--- src/rtl/alu_share_ctrl.sv ---
// -----------------------------------------------------------------------------
// alu_share_ctrl
//
// Shares one combinational ALU between NREQ requesters. A round-robin arbiter
// grants one requester in IDLE, its operands are latched into an operand
// register that drives the ALU for exactly one cycle (EXEC), and the result
// plus flags are captured and presented on a single tagged response channel
// (RESP) until the consumer accepts them.
//
// Ports
//   clk, rst_n                 clock, asynchronous active-low reset
//   req_valid / req_ready      per-requester handshake (ready is one-hot or 0)
//   req_op1, req_op2           flattened operands, requester k at [k*LENGTH +: LENGTH]
//   req_operation, req_mode    flattened 3-bit opcodes and per-requester mode bits
//   alu_op1/op2/operation/mode operands to the shared ALU (registered)
//   alu_out, alu_carry, alu_zero, alu_sign, alu_overflow   ALU result and flags
//   rsp_valid / rsp_ready      response handshake
//   rsp_id, rsp_out, rsp_flags owner index, result, {carry, zero, sign, overflow}
//   busy                       high whenever a transaction is in flight
// -----------------------------------------------------------------------------

// Protocol checker bound inside the controller; it observes ports only.
module alu_share_ctrl_chk #(
    parameter int NREQ   = 4,
    parameter int LENGTH = 32,
    parameter int IDW    = 2
) (
    input logic              clk,
    input logic              rst_n,
    input logic [NREQ-1:0]   req_ready,
    input logic              rsp_valid,
    input logic              rsp_ready,
    input logic [IDW-1:0]    rsp_id,
    input logic [LENGTH-1:0] rsp_out,
    input logic [3:0]        rsp_flags,
    input logic              busy
);

    // At most one requester may be accepted in any cycle.
    a_ready_onehot0: assert property (
        @(posedge clk) disable iff (!rst_n) $onehot0(req_ready)
    );

    // No acceptance while a transaction is in flight.
    a_no_ready_when_busy: assert property (
        @(posedge clk) disable iff (!rst_n) busy |-> (req_ready == {NREQ{1'b0}})
    );

    // A stalled response keeps all of its fields.
    a_rsp_stable: assert property (
        @(posedge clk) disable iff (!rst_n)
        (rsp_valid && !rsp_ready) |=>
            (rsp_valid && $stable(rsp_id) && $stable(rsp_out) && $stable(rsp_flags))
    );

    // A valid response always implies the controller reports busy.
    a_rsp_implies_busy: assert property (
        @(posedge clk) disable iff (!rst_n) rsp_valid |-> busy
    );

endmodule

module alu_share_ctrl #(
    parameter int NREQ   = 4,
    parameter int LENGTH = 32,
    parameter int IDW    = 2
) (
    input  logic                 clk,
    input  logic                 rst_n,
    input  logic [NREQ-1:0]      req_valid,
    output logic [NREQ-1:0]      req_ready,
    input  logic [NREQ*LENGTH-1:0] req_op1,
    input  logic [NREQ*LENGTH-1:0] req_op2,
    input  logic [NREQ*3-1:0]    req_operation,
    input  logic [NREQ-1:0]      req_mode,
    output logic [LENGTH-1:0]    alu_op1,
    output logic [LENGTH-1:0]    alu_op2,
    output logic [2:0]           alu_operation,
    output logic                 alu_mode,
    input  logic [LENGTH-1:0]    alu_out,
    input  logic                 alu_carry,
    input  logic                 alu_zero,
    input  logic                 alu_sign,
    input  logic                 alu_overflow,
    output logic                 rsp_valid,
    input  logic                 rsp_ready,
    output logic [IDW-1:0]       rsp_id,
    output logic [LENGTH-1:0]    rsp_out,
    output logic [3:0]           rsp_flags,
    output logic                 busy
);

    typedef enum logic [1:0] {
        IDLE = 2'd0,
        EXEC = 2'd1,
        RESP = 2'd2
    } state_t;

    state_t              state_r;
    state_t              state_nxt_s;

    logic [IDW-1:0]      rr_ptr_r;
    logic [IDW-1:0]      rr_ptr_nxt_s;
    logic [IDW-1:0]      grant_idx_s;
    logic                grant_found_s;
    logic                grant_take_s;
    logic [NREQ-1:0]     grant_vec_s;
    logic [NREQ-1:0]     req_ready_s;

    logic [LENGTH-1:0]   sel_op1_s;
    logic [LENGTH-1:0]   sel_op2_s;
    logic [2:0]          sel_opc_s;
    logic                sel_mode_s;

    logic [LENGTH-1:0]   op1_r;
    logic [LENGTH-1:0]   op2_r;
    logic [2:0]          opc_r;
    logic                mode_r;
    logic [IDW-1:0]      cur_id_r;

    logic [LENGTH-1:0]   rsp_out_r;
    logic [3:0]          rsp_flags_r;
    logic [IDW-1:0]      rsp_id_r;
    logic                rsp_valid_r;
    logic                busy_r;

    // Round-robin search: the lowest valid index at or above rr_ptr wins,
    // otherwise the lowest valid index below it (wrap-around).
    always_comb begin
        logic take_hi;
        logic take_lo;
        grant_found_s = 1'b0;
        grant_idx_s   = {IDW{1'b0}};
        for (int k = 0; k < NREQ; k++) begin
            take_hi       = !grant_found_s && req_valid[k] && (IDW'(k) >= rr_ptr_r);
            grant_idx_s   = take_hi ? IDW'(k) : grant_idx_s;
            grant_found_s = grant_found_s | take_hi;
        end
        for (int k = 0; k < NREQ; k++) begin
            take_lo       = !grant_found_s && req_valid[k] && (IDW'(k) < rr_ptr_r);
            grant_idx_s   = take_lo ? IDW'(k) : grant_idx_s;
            grant_found_s = grant_found_s | take_lo;
        end
    end

    // One-hot grant vector and operand selection for the winning requester.
    always_comb begin
        grant_vec_s = {NREQ{1'b0}};
        sel_op1_s   = {LENGTH{1'b0}};
        sel_op2_s   = {LENGTH{1'b0}};
        sel_opc_s   = 3'b000;
        sel_mode_s  = 1'b0;
        for (int k = 0; k < NREQ; k++) begin
            grant_vec_s[k] = grant_found_s && (grant_idx_s == IDW'(k));
            sel_op1_s      = grant_vec_s[k] ? req_op1[k*LENGTH +: LENGTH] : sel_op1_s;
            sel_op2_s      = grant_vec_s[k] ? req_op2[k*LENGTH +: LENGTH] : sel_op2_s;
            sel_opc_s      = grant_vec_s[k] ? req_operation[k*3 +: 3]     : sel_opc_s;
            sel_mode_s     = grant_vec_s[k] ? req_mode[k]                 : sel_mode_s;
        end
    end

    // Pointer advances to the slot just after the winner, wrapping at NREQ-1.
    always_comb begin
        if (grant_idx_s == IDW'(NREQ - 1)) begin
            rr_ptr_nxt_s = {IDW{1'b0}};
        end else begin
            rr_ptr_nxt_s = grant_idx_s + IDW'(1'b1);
        end
    end

    // Next-state logic.
    always_comb begin
        state_nxt_s = state_r;
        case (state_r)
            IDLE: begin
                if (grant_found_s) begin
                    state_nxt_s = EXEC;
                end else begin
                    state_nxt_s = IDLE;
                end
            end
            EXEC: begin
                state_nxt_s = RESP;
            end
            RESP: begin
                // rsp_valid is high throughout RESP, so rsp_ready alone completes it.
                if (rsp_ready) begin
                    state_nxt_s = IDLE;
                end else begin
                    state_nxt_s = RESP;
                end
            end
            default: begin
                state_nxt_s = IDLE;
            end
        endcase
    end

    // Output decode: accept only from IDLE and never while reset is applied.
    always_comb begin
        grant_take_s = 1'b0;
        req_ready_s  = {NREQ{1'b0}};
        if (rst_n && (state_r == IDLE)) begin
            grant_take_s = grant_found_s;
            req_ready_s  = grant_vec_s;
        end else begin
            grant_take_s = 1'b0;
            req_ready_s  = {NREQ{1'b0}};
        end
    end

    // State register.
    always_ff @(posedge clk or negedge rst_n) begin
        if (!rst_n) begin
            state_r <= IDLE;
        end else begin
            state_r <= state_nxt_s;
        end
    end

    // Round-robin pointer and operand register; both change only on a grant,
    // so the ALU inputs stay frozen outside the grant edge.
    always_ff @(posedge clk or negedge rst_n) begin
        if (!rst_n) begin
            rr_ptr_r <= {IDW{1'b0}};
            op1_r    <= {LENGTH{1'b0}};
            op2_r    <= {LENGTH{1'b0}};
            opc_r    <= 3'b000;
            mode_r   <= 1'b0;
            cur_id_r <= {IDW{1'b0}};
        end else if (grant_take_s) begin
            rr_ptr_r <= rr_ptr_nxt_s;
            op1_r    <= sel_op1_s;
            op2_r    <= sel_op2_s;
            opc_r    <= sel_opc_s;
            mode_r   <= sel_mode_s;
            cur_id_r <= grant_idx_s;
        end
    end

    // Response register: captures the ALU result at the end of EXEC.
    always_ff @(posedge clk or negedge rst_n) begin
        if (!rst_n) begin
            rsp_out_r   <= {LENGTH{1'b0}};
            rsp_flags_r <= 4'b0000;
            rsp_id_r    <= {IDW{1'b0}};
        end else if (state_r == EXEC) begin
            rsp_out_r   <= alu_out;
            rsp_flags_r <= {alu_carry, alu_zero, alu_sign, alu_overflow};
            rsp_id_r    <= cur_id_r;
        end
    end

    // Registered status flags, tracking the state that is about to be entered.
    always_ff @(posedge clk or negedge rst_n) begin
        if (!rst_n) begin
            rsp_valid_r <= 1'b0;
            busy_r      <= 1'b0;
        end else begin
            rsp_valid_r <= (state_nxt_s == RESP);
            busy_r      <= (state_nxt_s != IDLE);
        end
    end

    assign req_ready     = req_ready_s;
    assign alu_op1       = op1_r;
    assign alu_op2       = op2_r;
    assign alu_operation = opc_r;
    assign alu_mode      = mode_r;
    assign rsp_valid     = rsp_valid_r;
    assign rsp_id        = rsp_id_r;
    assign rsp_out       = rsp_out_r;
    assign rsp_flags     = rsp_flags_r;
    assign busy          = busy_r;

    alu_share_ctrl_chk #(
        .NREQ   (NREQ),
        .LENGTH (LENGTH),
        .IDW    (IDW)
    ) u_chk (
        .clk       (clk),
        .rst_n     (rst_n),
        .req_ready (req_ready_s),
        .rsp_valid (rsp_valid_r),
        .rsp_ready (rsp_ready),
        .rsp_id    (rsp_id_r),
        .rsp_out   (rsp_out_r),
        .rsp_flags (rsp_flags_r),
        .busy      (busy_r)
    );

endmodule
--- config.mk ---
export PLATFORM = sky130hd
export DESIGN_NAME = alu_share_ctrl
export DESIGN_NICKNAME = d
export VERILOG_FILES = /design/src/rtl/alu_share_ctrl.sv
export SDC_FILE = /design/constraint.sdc
export NUM_CORES = 1
export LEC_CHECK = 0
export CORE_AREA = 5 5 163 165
export CTS_CLUSTER_DIAMETER = 100
export DETAILED_ROUTE_END_ITERATION = 10
export DIE_AREA = 0 0 168 170
export GPL_TIMING_DRIVEN = 0
export PLACE_DENSITY_LB_ADDON = 0.12
export SKIP_CTS_REPAIR_TIMING = 1
export SYNTH_ARGS = -nofsm -noshare
export SYNTH_HDL_FRONTEND = slang
export SYNTH_SLANG_ARGS = --single-unit
--- constraint.sdc ---
create_clock -name clk -period 6.3 [get_ports clk]
set_clock_uncertainty 0.1 [all_clocks]
set_input_delay 0.63 -clock clk [delete_from_list [all_inputs] [get_ports clk]]
set_output_delay 0.63 -clock clk [all_outputs]
set_load 0.005 [all_outputs]
# ---- Word level (Yosys, flattened, before mapping)
# Index checks and enable logic that the tools add are counted.
dict set report totals {
  ff_bits 114
  out_inout_bits 112
}
dict set report op_classes {
  n_addsub 1
  order_cmp 8
  n_eq_ne 6
  n_mux 29
  bitwise_logic 7
  n_reduce_logical 30
}
# operator n
set ops {}
lappend ops {{$mux 32} 8}
lappend ops {{$logic_and 1x1->1} 20}
lappend ops {{$mux 2} 8}
lappend ops {{$mux 3} 4}
lappend ops {{$eq 2x2->1 const B} 4}
lappend ops {{$logic_not 1->1} 7}
lappend ops {{$mux 1} 7}
lappend ops {{$or 1x1->1} 7}
lappend ops {{$pmux 2 s3} 1}
lappend ops {{$eq 2x1->1 const B} 2}
lappend ops {{$ge 1x2->1 const A} 2}
lappend ops {{$ge 2x2->1 const A} 2}
lappend ops {{$logic_not 2->1} 2}
lappend ops {{$lt 1x2->1 const A} 2}
lappend ops {{$lt 2x2->1 const A} 2}
lappend ops {{$mux 4} 1}
lappend ops {{$add 2x1->2 const B} 1}
lappend ops {{$reduce_bool 2->1} 1}

# ---- Depth between registers and ports, before layout
# Gate-level depths: netlist of the first run.
dict set report logic_depth {
  depth_word 36
  mapped_depth 12
}

# ---- Worst setup path after synthesis of the first run
# Ideal clock, no wire load.
dict set report synth_path {
  path_type {input to output}
  startpoint {input port req_valid[0]}
  endpoint {output port req_ready[3]}
  arrival_ns 1.876
  required_time_ns 5.570
  path_slack_ns 3.694
  path_stages 6
  path_buffers 2
  cell_sequence {buf_6 mux2_2 a21oi_1 ha_1 clkbuf_1 and2_1}
}
dict set report synth_via {
  elab_chain_cells 32
}
# item line_no
set synth_rtl {}
lappend synth_rtl {{start, declared} 70} ;# input logic [NREQ-1:0] req_valid,
lappend synth_rtl {{$logic_and 1x1->1} 135} ;# take_hi = !grant_found_s && req_valid[k] && (IDW'(k) >= rr_ptr_r);
lappend synth_rtl {{$logic_not 1->1} 135}
lappend synth_rtl {{$logic_and 1x1->1 (2 in series)} 135}
lappend synth_rtl {{$or 1x1->1} 137} ;# grant_found_s = grant_found_s | take_hi;
lappend synth_rtl {{$logic_not 1->1} 135}
lappend synth_rtl {{$logic_and 1x1->1 (2 in series)} 135}
lappend synth_rtl {{$or 1x1->1} 137}
lappend synth_rtl {{$logic_not 1->1} 135}
lappend synth_rtl {{[... 12 more ...]} -}
lappend synth_rtl {{$logic_and 1x1->1 (2 in series)} 140} ;# take_lo = !grant_found_s && req_valid[k] && (IDW'(k) < rr_ptr_r);
lappend synth_rtl {{$or 1x1->1} 142} ;# grant_found_s = grant_found_s | take_lo;
lappend synth_rtl {{$logic_not 1->1} 140}
lappend synth_rtl {{$logic_and 1x1->1 (2 in series)} 140}
lappend synth_rtl {{$mux 2} 141} ;# grant_idx_s = take_lo ? IDW'(k) : grant_idx_s;
lappend synth_rtl {{$eq 2x2->1} 154} ;# grant_vec_s[k] = grant_found_s && (grant_idx_s == IDW'(k));
lappend synth_rtl {{$logic_and 1x1->1 (*)} 154}
lappend synth_rtl {{$mux 4 (*)} 203} ;# if (rst_n && (state_r == IDLE)) begin
lappend synth_rtl {{end, declared} 71} ;# output logic [NREQ-1:0] req_ready,
# Every way passes the cells marked *; elsewhere a longest branch is shown, timed or not.

# ---- Worst setup path after layout of the first run
dict set report layout_path {
  startpoint {input port req_valid[1]}
  endpoint {output port req_ready[3]}
}
dict set report layout_via {
  elab_chain_cells 30
}
# item line_no
set layout_rtl {}
lappend layout_rtl {{$logic_and 1x1->1 (2 in series)} 135}
lappend layout_rtl {{$or 1x1->1} 137}
lappend layout_rtl {{$logic_not 1->1} 135}
lappend layout_rtl {{$logic_and 1x1->1 (2 in series)} 135}
lappend layout_rtl {{$or 1x1->1} 137}
lappend layout_rtl {{$logic_not 1->1} 135}
lappend layout_rtl {{$logic_and 1x1->1 (2 in series)} 135}
lappend layout_rtl {{$or 1x1->1} 137}
lappend layout_rtl {{[... 9 more ...]} -}
lappend layout_rtl {{$logic_and 1x1->1 (2 in series)} 140}
lappend layout_rtl {{$or 1x1->1} 142}
lappend layout_rtl {{$logic_not 1->1} 140}
lappend layout_rtl {{$logic_and 1x1->1 (2 in series)} 140}
lappend layout_rtl {{$mux 2} 141}
lappend layout_rtl {{$eq 2x2->1} 154}
lappend layout_rtl {{$logic_and 1x1->1 (*)} 154}
lappend layout_rtl {{$mux 4 (*)} 203}
# Marked as above.

==> summary.md, run 1 <==
| Metric | Value |
|---|---|
| RSZ-0062 raised after global routing | false |
| Drt first pass iters | 4 |
| Root Buffer | clkbuf_16 |
| Max_cap viols | 0 |
| Mapped Cells | 683 |
| Initial core utilization | 26.0% |
| Finished Cell Area | 11800 um^2 |
| Layout Area Growth over Synthesis | 82.1% |
| DR iter-0 viols | 320 |
| IO buf count | 425 |
| CP Max Fanout | 10 |
| DR vias/cell | 4.86 |
| Comb power frac | between 50% and 60% |
| Slew Limit Fails | 0 |
| Antenna violations before repair | 1 |
| Core region area | 24900 um^2 |
| Yosys top cell by area | dfrtp_1 |
| Mean Syn Cell Area | 9.46 um^2 |
| Clock network power share | 21.9% |
| Share of cells above drive strength 1 | 11.0% |
| Die X-Extent | ~170 um |
| Psw | 1650 uW |
| Clock slew at reported path FFs | 0.06 ns |
| Pin count of the biggest net entering global routing | 76 |
| Routability cong. | 0.875 |
| GRT Total Usage | a little over a fifth |
| Filler cells | 2461 |
| DP Worst Slack | approximately 2.1 ns |
| CTS tree | done |
| Die Y | ~170 um |
| Synth cell count leaders | and3_1, dfrtp_1, a21oi_1, o21ai_0, o21ai_1 |
| Post-synth top area share | roughly 44% |
| Power per standard cell area | 394 nW/um^2 |
| Die footprint | 28600 um^2 |
| Total number of vias | 7153 |
| Worst Tran Pin Value | 0.862 ns |
| Grt total ovfl | 0 |
| Area contributors post-synth | dfrtp_1, and3_1, mux2_2, a21oi_1, a211oi_1 |
| Sw Ratio | 35.5% |
| Max clock buf depth | 2 |
| Slew HR | 42.3% |
| Count leader, synth | and3_1 |
| Fmax | 246 MHz |
| Final period util | between 60% and 70% |
| Syn_nets | 1000 |
| Vias in the first global route | 7624 |
| First-pass GRT wire length | about 47000 um |
| P_int | approximately 3000 uW |
| Setup ws final | 2.23 ns |
| Sequential-to-total area share from yosys stat | 44.1% |
| Cell area after synthesis | 6460 um^2 |
| Post-layout nets | 1445 |
| Dpl cell area | between 10000 and 15000 um^2 |
| Clock Latency Late Sink | 0.41 ns |
| Startpoint types | input port |
| Sequential Power Share | between 20% and 30% |
| Reg area | 2850 um^2 |
| Ys flop type | dfrtp_1 |
| # H-tree levels | 4 |
| Reg2Reg Depth | 11 |
| DR WL/cell | 21.3 um |
| Crit Path Category | in -> out |
| Cts bufs inserted | 17 |
| Multi-input combinational cell area | around 3200 um^2 |
| Core Util, Final | 47.3% |
| Hold Slack | 0.0389 ns |
| CP arrival | 3.34 ns |
| Final hold violation count | 0 |
| Setup violations, final | 0 |
| EDFF count, synth | 0 |
| Minimum clock period | 4.07 ns |
| Synth async-reset ratio | 100% |
| Library cells used by synthesis | 32 |
| IO Count | approximately 430 |
| Yosys reg bits | 114 |
| Drt drc | 0 |
| Post-DP HPWL | around 25000 um |
| Crit end category | primary output |
| Std cell rows | 58 |
| Num Clock Sinks | 114 |
| Status | finished, final reports clean |
| Yosys warns | 0 |
| Min-Delay Path Class | in -> async |
| Max VDD drop | 0.165 mV |
| Routed wire length | 31400 um |
| Routed Antenna Nets | 0 |
| Worst EP required | approximately 5.6 ns |
| P_leak | 0.00496 uW |
[cells in the final DEF, fill, tap and decap left out, drive strengths merged, types with 3 or more instances in the layout]
cell / Yosys / routed
nand2: 7 / 7
clkdlybuf4s50: 0 / 424
o21ai: 138 / 138
bufinv: 0 / 3
or2: 5 / 5
clkinv: 0 / 5
and2: 4 / 4
dfrtp: 114 / 114
a21oi: 73 / 73
clkbuf: 45 / 63
a211oi: 68 / 68
mux2: 39 / 39
buf: 28 / 30
and3: 138 / 138
inv: 3 / 7
nor2: 4 / 4
[sequential cells by signal (all words and copies together), names as in the netlist, 2 cells and up]
register and cells:
alu_op1 32, alu_op2 32, rsp_out 32, rsp_flags 4
alu_operation 3, cur_id_r 2, rr_ptr_r 2, rsp_id 2
state_r 2
[per-layer routing]
layer	GRT usage [%]	wire length (um)	vias to the layer above	share of wire, %
li1	-	-	3447	-
met1	24.2	12000	3377	38
met2	37.9	16100	287	51
met3	6.50	2570	42	8.2
met4	6.46	711	0	2.3
met5	0	0	-	0
[layout make-up]
cell class                      count  share of cell area [%]
Sequential cell                   114                    24.2
Buffer                             73                    3.31
Timing Repair Buffer              426                    36.4
Clock buffer                       18                    3.65
Multi-Input combinational cell    493                    27.3
Inverter                            3                  0.0957
Tap cell                          330                    3.51
Antenna cell                        1                  0.0213
Clock inverter                     14                    1.52
[power groups by stage]
stage / combinational, uW / sequential, uW / clock [uW]
final: 2380 / 1250 / 1020
after global routing: 2600 / 1290 / 1070
after CTS: 2430 / 1250 / 1040
after detailed placement: 2420 / 1260 / 0
after global placement: 2410 / 1250 / 0
after floorplan: 1080 / 1270 / 0
[cells by family after synthesis]
family | Yosys count | share of synthesized area, %
AO/OA/AOI/OAI | 287 | 26.8
buffers and inverters | 76 | 6.20
AND/OR/NAND/NOR | 165 | 15.7
adder cells (fa/ha/maj) | 2 | 0.387
multiplexers | 39 | 6.80
flip-flops | 114 | 44.1
[worst max-delay path, stage by stage]
cell	delay, ns
clkdlybuf4s50_1	0.61
a21boi_0	0.20
o22ai_1	0.10
a21oi_1	0.28
ha_1	0.46
clkbuf_1	0.36
and2_1	0.19
clkdlybuf4s50_1	0.49
[final timing paths]
path / endpoint / start / slack, ns
setup / recovery: req_ready[3] / req_valid[1] / 2.23
hold / removal: alu_op1[20] / rst_n / 0.04
setup reg to reg: alu_op1[8] / rr_ptr_r[1] / 2.96
hold reg to reg: cur_id_r[1] / cur_id_r[1] / 0.38
max in group asynchronous: alu_op2[9] / rst_n / 5.30
min in group clk: cur_id_r[1] / cur_id_r[1] / 0.38
[per-stage QoR]
step / setup TNS (ns) / cells / total power, uW
floorplan: 0 / 683 / 2350
global placement: -197.24 / 1438 / 3660
detailed placement: 0 / 1439 / 3680
CTS: 0 / 1471 / 4720
global route: 0 / 1472 / 4950
finish: 0 / 1472 / 4640
No activity file was read; power rests on OpenSTA's default activity.
==> run 2, diff against run 1 <==
--- a/config.mk
+++ b/config.mk
@@ -5,10 +5,10 @@
 export SDC_FILE = /design/constraint.sdc
 export NUM_CORES = 1
 export LEC_CHECK = 0
-export CORE_AREA = 5 5 163 165
+export CORE_AREA = 5 5 164 166
 export CTS_CLUSTER_DIAMETER = 100
 export DETAILED_ROUTE_END_ITERATION = 10
-export DIE_AREA = 0 0 168 170
+export DIE_AREA = 0 0 169 171
 export GPL_TIMING_DRIVEN = 0
 export PLACE_DENSITY_LB_ADDON = 0.12
 export SKIP_CTS_REPAIR_TIMING = 1
==> constraint.sdc (replaced) <==
create_clock -name clk -period 4.07 [get_ports clk]
set_clock_uncertainty 0.1 [all_clocks]
set_input_delay 0.407 -clock clk [delete_from_list [all_inputs] [get_ports clk]]
set_output_delay 0.407 -clock clk [all_outputs]
set_load 0.005 [all_outputs]
==> summary.md, run 2 (synthesis gave the netlist of run 1 again) <==
| Metric | Value |
|---|---|
| Crit end category | primary output (unchanged) |
| Setup ws final | 0.380 ns (was 2.23 ns) |
| Core region area | 25500 um^2 (was 24900 um^2) |
| Die footprint | 28900 um^2 (was 28600 um^2) |
| Core Util, Final | 46.2% (was 47.3%) |
| Max clock buf depth | 2 (unchanged) |
| Slew HR | 44.5% (was 42.3%) |
| Max_cap viols | 0 (unchanged) |
| Setup TNS | 0 ns (unchanged) |
| Root Buffer | clkbuf_16 (unchanged) |
| Grt total ovfl | 0 (unchanged) |
| Commonest non-fill, non-tap cell in the layout | clkdlybuf4s50_1 (unchanged) |
| CP delay by family, top | buffers and inverters (unchanged) |
| Std cell rows | 59 (was 58) |
| Clock slew at reported path FFs | 0.06 ns (about the same) |
| Crit Path Category | in -> out (unchanged) |
| Most frequent cells in the layout | clkdlybuf4s50_1, and3_1, dfrtp_1, a21oi_1, o21ai_0 (unchanged) |
| Buf/Inv on CP | 3 (unchanged) |
| Fmax | between 200 and 300 MHz |
| Die X-Extent | 169 um (was 168 um) |
| Post-DP HPWL | 24400 um (was 24800 um) |
| Cts bufs inserted | 17 (unchanged) |
| Crit-path slowest cell | clkdlybuf4s50_1 (unchanged) |
| Minimum clock period | 3.69 ns |
| Routed Antenna Nets | 0 (unchanged) |
| CP Max Fanout | 10 (unchanged) |
| Routed wire length | 31400 um (about the same) |
| Die Y | 171 um (was 170 um) |
| DR WL/cell | 21.2 um (was 21.3 um) |
| Total number of vias | 7206 (was 7153) |
| Share of cells above drive strength 1 | 11.1% (was 11.0%) |
| Setup violations, final | 0 (unchanged) |
| DP Worst Slack | 0.108 ns (was 2.07 ns) |
| # H-tree levels | 4 (unchanged) |
| Max incr delay on CP | 0.61 ns (about the same) |
| Worst Tran Pin Value | 0.828 ns (was 0.862 ns) |
| IO buf count | 425 (unchanged) |
| Layout Area Growth over Synthesis | 82.3% (was 82.1%) |
| P_leak | 0.00496 uW (about the same) |
| Routability cong. | 0.875 (about the same) |
| Initial core utilization | 25.4% (was 26.0%) |
| Final hold violation count | 0 (unchanged) |
| Max VDD drop | 0.240 mV (was 0.165 mV) |
| Status | finished, final reports clean (unchanged) |
| RSZ-0062 raised after global routing | false (unchanged) |
| Num Clock Sinks | 114 (unchanged) |
| Startpoint types | input port (unchanged) |
| GRT Total Usage | 20.9% (was 21.1%) |
| Final period util | 90.7% |
| Slew Limit Fails | 0 (unchanged) |
| Worst path cell trace | clkdlybuf4s50_1, a21boi_0, o22ai_1, a21oi_1, ha_1, clkbuf_1, and2_1, clkdlybuf4s50_1 (unchanged) |
| Min-Delay Path Class | in -> reg (was in -> async) |
| Pin count of the biggest net entering global routing | 71 (was 76) |
| Most used cell, CP | clkdlybuf4s50_1 (unchanged) |
| Post-layout nets | 1446 (was 1445) |
| Clock Latency Late Sink | 0.41 ns (about the same) |
| Power per standard cell area | 609 nW/um^2 (was 394 nW/um^2) |
| Vias in the first global route | 7472 (was 7624) |
| Drt first pass iters | 4 (unchanged) |
| First-pass GRT wire length | 46000 um (was 46500 um) |
| CP arrival | 3.18 ns (was 3.34 ns) |
| IO Count | 427 (unchanged) |
| Antenna violations before repair | 1 (unchanged) |
| DR iter-0 viols | 382 (was 320) |
| CTS tree | done (unchanged) |
| Worst EP required | 3.56 ns (was 5.57 ns) |
| Drt drc | 0 (unchanged) |
| DR vias/cell | 4.87 (was 4.86) |
==> run 2: power by group <==
part	switching, uW	leakage [uW]	internal (uW)
Combinational	1700	0.00326	1990
Sequential	264	0.00141	1660
Clock	634	0.000287	922
==> run 2: path summary, 6_finish.rpt <==
path	start	endpoint	slack [ns]	cells after the start
worst min register to register	cur_id_r[1]	cur_id_r[1]	0.38	2
max in group asynchronous	rst_n	alu_op2[9]	2.72	3
worst min-delay path	req_valid[0]	state_r[0]	0.29	3
worst max-delay path	req_valid[1]	req_ready[3]	0.38	8
worst max register to register	rr_ptr_r[1]	alu_op1[9]	0.76	11
min in group asynchronous	rst_n	alu_op1[21]	0.39	2
==> run 2: area by class of cell <==
type | count | area [um^2]
clock inverter | 15 | 174
antenna | 2 | 5.00
multi-input combinational | 493 | 3210
inverter | 3 | 11.3
timing repair buffer | 427 | 4290
buffer | 73 | 389
clock buffer | 17 | 425
fill | 2576 | 13700
sequential | 114 | 2850
tap | 335 | 419
==> run 2: metrics by stage <==
step	total power (uW)	hold slack [ns]	cells	instance area [um^2]
2_1_floorplan	3640	0.0114	683	6460
3_3_place_gp	5670	0.367	1443	11100
3_5_place_dp	5700	0.300	1444	11200
4_1_cts	7290	-0.156	1476	11800
5_1_grt	7680	0.283	1478	11800
6_report	7170	0.291	1479	11800
==> run 2: worst register-to-register path, delay by kind of cell, from the launching register on <==
family | cells | cell delay [ns]
fa+ha+maj | 1 | 0.35
flops | 1 | 0.32
compound gates | 5 | 0.85
buf+inv | 4 | 1.08
simple gates | 1 | 0.57
==> run 2: routing by layer <==
layer,vias to the layer above,wire length [um],part of all wire (%),track usage (%)
li1,3453,-,-,-
met1,3429,12300,39,24.9
met2,295,15800,50,36.3
met3,29,2780,8.8,6.91
met4,0,511,1.6,5.22
met5,-,0,0,0
